===== config.mk =====
export PLATFORM = sky130hd
export DESIGN_NAME = err_metric_unit
export DESIGN_NICKNAME = d
export VERILOG_FILES = /design/src/rtl/partition_sweep_pkg.sv /design/src/rtl/partition_sweep_checker_err_metric.sv
export SDC_FILE = /design/constraint.sdc
export NUM_CORES = 1
export LEC_CHECK = 0
export ABC_CLOCK_PERIOD_IN_PS = 1900
export BUFFER_PORTS_ARGS = -buffer_cell sky130_fd_sc_hd__buf_2
export CORE_AREA = 2 2 39 41
export DETAILED_ROUTE_END_ITERATION = 10
export DIE_AREA = 0 0 41 43
export SETUP_SLACK_MARGIN = 0.1
export SLEW_MARGIN = 20
export SYNTH_ARGS = -nofsm -noshare
export SYNTH_HDL_FRONTEND = slang
export SYNTH_SLANG_ARGS = --single-unit

===== constraint.sdc =====
create_clock -name vclk -period 1.9
set_input_delay 0 -clock vclk [all_inputs]
set_output_delay 0 -clock vclk [all_outputs]
set_load 0.02 [all_outputs]

===== src/rtl/partition_sweep_pkg.sv =====
`default_nettype none
// ============================================================================
// Module      : partition_sweep_pkg
// Description : Shared types and width helpers for the exhaustive partition
//               sweep checker (FSM state encoding, accumulator widths).
// Revision    : 1.0 - initial release
// ============================================================================
package partition_sweep_pkg;

    // Sweep controller states, explicitly 2 bits wide.
    typedef enum logic [1:0] {
        IDLE    = 2'd0,
        SETTLE  = 2'd1,
        CAPTURE = 2'd2,
        DONE    = 2'd3
    } sweep_state_t;

    // Bits needed to hold a popcount of a num_out-bit vector (0..num_out).
    function automatic int popcnt_width(input int num_out);
        return $clog2(num_out + 1);
    endfunction

    // Bit-flip total: up to 2^num_in vectors, each contributing at most num_out.
    function automatic int bit_err_width(input int num_in, input int num_out);
        return num_in + 1 + $clog2(num_out + 1);
    endfunction

    // Settle counter runs 0..settle_cycles-1; never narrower than one bit.
    function automatic int settle_cnt_width(input int settle_cycles);
        return (settle_cycles < 2) ? 1 : $clog2(settle_cycles);
    endfunction

endpackage
`default_nettype wire


===== src/rtl/partition_sweep_checker_err_metric.sv =====
`default_nettype none
// ============================================================================
// Module      : err_metric_unit
// Description : Combinational error metrics between an exact and an
//               approximate partition output.
//   i_exact    - exact partition output
//   i_approx   - approximate partition output
//   o_mismatch - outputs differ
//   o_popcnt   - number of differing bits (Hamming distance)
//   o_abs_diff - unsigned |exact - approx|
// Revision    : 1.0 - initial release
// ============================================================================
module err_metric_unit
    import partition_sweep_pkg::*;
#(
    parameter int WIDTH = 3,
    parameter int PC_W  = popcnt_width(WIDTH)
) (
    input  logic [WIDTH-1:0] i_exact,
    input  logic [WIDTH-1:0] i_approx,
    output logic             o_mismatch,
    output logic [PC_W-1:0]  o_popcnt,
    output logic [WIDTH-1:0] o_abs_diff
);

    logic [WIDTH-1:0] w_diff;

    always_comb begin
        w_diff   = i_exact ^ i_approx;
        o_popcnt = '0;
        for (int i = 0; i < WIDTH; i++) begin
            o_popcnt = o_popcnt + PC_W'(w_diff[i]);
        end
    end

    assign o_mismatch = |w_diff;
    // Subtract the smaller from the larger so the result never wraps.
    assign o_abs_diff = (i_exact >= i_approx) ? (i_exact - i_approx)
                                              : (i_approx - i_exact);

endmodule
`default_nettype wire


Word level (Yosys, flattened, before mapping):

Cells that the tools add are included.

* logic and storage cells: 8
* input port bits: 6
* register bits: 0
* output and inout bits: 6

* reduce and logical (&&, ||, !) cells: 1
* add/subtract/negate cells: 4
* magnitude comparators: 1
* bitwise gates (word level): 1
* muxes and demuxes: 1

Operators with widths (count)
* $sub 3x3->3: 2
* $ge 3x3->1: 1
* $mux 3: 1
* $reduce_or 3->1: 1
* $xor 3x3->3: 1
* $add 1x1->2: 1
* $add 2x1->2: 1

Depth between registers and ports, before layout:

* depth after elaboration: 3
* mapped depth: 7
* gate-level depth less buffers: 7

Least setup slack after synthesis:

Ideal clock, no wire load.

* path kind: input to output
* start point: in i_exact[0]
* end point: out o_abs_diff[2]
* path buffers: 0
* arrival: 1.162 ns
* cell stages on the path: 7
* slack: 0.738 ns
* data required time: 1.900 ns
* cells stage by stage: inv_1 ha_1 fa_1 xnor2_1 nand2_1 o31a_1 o21ai_1

* word-level cells in the longest chain between the ends: 2
* elaborated cells between the ends (all ways): 4
* classes of those cells: 2 x add/sub; 1 x order compare; 1 x mux

Ends and longest elaborated chain
* start, declared: line partition_sweep_checker_err_metric.sv:19 `input logic [WIDTH-1:0] i_exact,`
* $sub 3x3->3 (tied with other cells): line partition_sweep_checker_err_metric.sv:39 `: (i_approx - i_exact);`
* $mux 3 (*): line partition_sweep_checker_err_metric.sv:38 `assign o_abs_diff = (i_exact >= i_approx) ? (i_exact - i_approx)`
* end, declared: line partition_sweep_checker_err_metric.sv:23 `output logic [WIDTH-1:0] o_abs_diff`

Mark *: on every way between the ends. The rest lies on a longest branch, timed or not.

Worst setup path in the final report:

Ends and elaborated chain as after synthesis.

==> flow_summary.json <==
{
  "status": "finished, final reports clean",
  "antenna_found_initial": 0,
  "period_needed_ns": 1.31,
  "finalPower_mw": 0.125,
  "ys_types": 15,
  "min_path_type": "in2out",
  "min_from": "i_exact[2]",
  "rsz0062_at_grt": "false",
  "finalHoldViolations": 0,
  "clkbuf_count": 0,
  "cp_slowest_stage_delay_ns": 0.41,
  "fin_crit_sh_pct": 68.9,
  "setup_tns_ns": 0,
  "end_kind": "output pin",
  "path_cells": "buf_2 > inv_1 > ha_1 > fa_1 > xnor2_1 > nand2_1 > o31a_1 > o21ai_1 > buf_2",
  "cp.arrival_ns": 1.31,
  "ys_warn_count": 0,
  "crit_top_cell": "buf_2",
  "place.gp.congestion": 0.645,
  "dp_worst_setup_slack_ns": 0.577,
  "drc": 0,
  "fillers": 151,
  "rows": 14,
  "grt-ovfl-total": 0,
  "die_x_um": 41,
  "cp.required_ns": 1.90,
  "ios": 12,
  "detailed_place_hpwl_um": 421,
  "worst_pin_slew_ns": 0.163,
  "worst_slack_ns": 0.590,
  "seq_area_um2": 0,
  "max_slew_margin_pct": 89.1,
  "syn-mean-instance-area_um2": 8.76,
  "design.core.area_um2": 1380,
  "drtIter0Drc": 1,
  "syn_nets": 43,
  "leakage_nw": 0.190,
  "holdBufCountCts": 0,
  "critPathTopFamily": "adder cells",
  "avgRoutedWirePerCell_um": 7.53,
  "finish.utilization_pct": 24.1,
  "ant_nets": 0,
  "port_buffers": 12,
  "critPathKind": "in2out",
  "pwr_density_cell_nw_per_um2": 375,
  "report.final.slew_viol_count": 0,
  "setup.worst_path.start": "i_exact[0]",
  "post_cts_buffers": 0,
  "max_freq_ghz": 0.763,
  "fin_area_um2": 334,
  "multi_input_area_um2": 220,
  "numSequentialCells": 0,
  "synth_area_um2": 254,
  "drive_gt1_share_pct": 36.6,
  "cap_violations": 0,
  "start_util_pct": 18.4,
  "final_common_cell": "buf_2",
  "crit_fanout": 2,
  "seq_area_frac_synth_pct": 0,
  "syn_inst": 29,
  "worst_setup_path_start_kind": "input port",
  "diodes": 0,
  "final_cell_mix": "12 x buf_2, 9 x inv_1, 5 x ha_1, 3 x fa_1",
  "ir_worst_vdd_uv": 108,
  "grt_pass1_vias": 176,
  "num-nets-final": 57,
  "first_pass_iters": 2,
  "die_y_um": 43,
  "grt_pass1_wl_um": 676,
  "vias_per_cell": 3.75,
  "grt_max_degree": 6,
  "crit_slowest_cell": "fa_1",
  "routed_wl_um": 429,
  "area.growth.synth_to_final_pct": 31.5,
  "crit_buf_inv": 3,
  "grt_util_all_layers_pct": 5.32,
  "setup_violations": 0,
  "die_area_um2": 1760,
  "placed_area_um2": 334,
  "cts_resized": 0,
  "vias": 214
}
path summary, 6_finish.rpt:
| path | to | cells past startpoint | slack (ns) |
|---|---|---|---|
| setup / recovery | o_abs_diff[2] | 9 | 0.59 |
| hold / removal | o_abs_diff[2] | 4 | 0.47 |
metrics by stage:
stage          instances  hold slack (ns)
2_1_floorplan         29            0.251
3_3_place_gp          57            0.478
3_5_place_dp          57            0.478
4_1_cts               57            0.473
5_1_grt               57            0.520
6_report              57            0.466
Yosys cell counts:
master	n	share of area (%)
a21oi_1	1	2.0
mux2i_1	1	3.9
nand3_1	1	2.0
and2_1	1	2.5
ha_1	5	25
o21bai_2	1	4.4
o21ai_1	1	2.0
fa_1	3	24
nand2_1	1	1.5
a21oi_4	1	6.4
xnor2_1	1	3.4
inv_1	9	13
nor2_1	1	1.5
o31a_1	1	3.4
nand2b_4	1	5.4
per-layer routing:
metal,GRT usage (%),vias to the layer above,part of all wire [%]
met5,0,-,0
met4,0,0,0
met3,0,0,7.2
met2,9.06,7,49
met1,7.72,95,44
li1,-,112,-
logic make-up after synthesis:
kind of cell / Yosys count / share of synthesized area [%]
multiplexers: 1 / 3.94
AO/OA/AOI/OAI: 5 / 18.2
adder cells (fa/ha/maj): 8 / 48.3
buffers and inverters: 9 / 13.3
XOR/XNOR: 1 / 3.45
AND/OR/NAND/NOR: 5 / 12.8
report_power, final:
| group | switching, mW | total, mW | leakage [nW] | internal (mW) |
|---|---|---|---|---|
| registers | 0 | 0 | 0 | 0 |
| clock network | 0 | 0 | 0 | 0 |
| logic | 0.0744 | 0.125 | 0.190 | 0.0510 |
| total | 0.0744 | 0.125 | 0.190 | 0.0510 |
area by class of cell:
type	count	area share, %
multi-input cells	20	65.9
repair buffers	12	18.0
inverters	9	10.1
well taps	16	5.99
(Power assumes the default switching activity.)
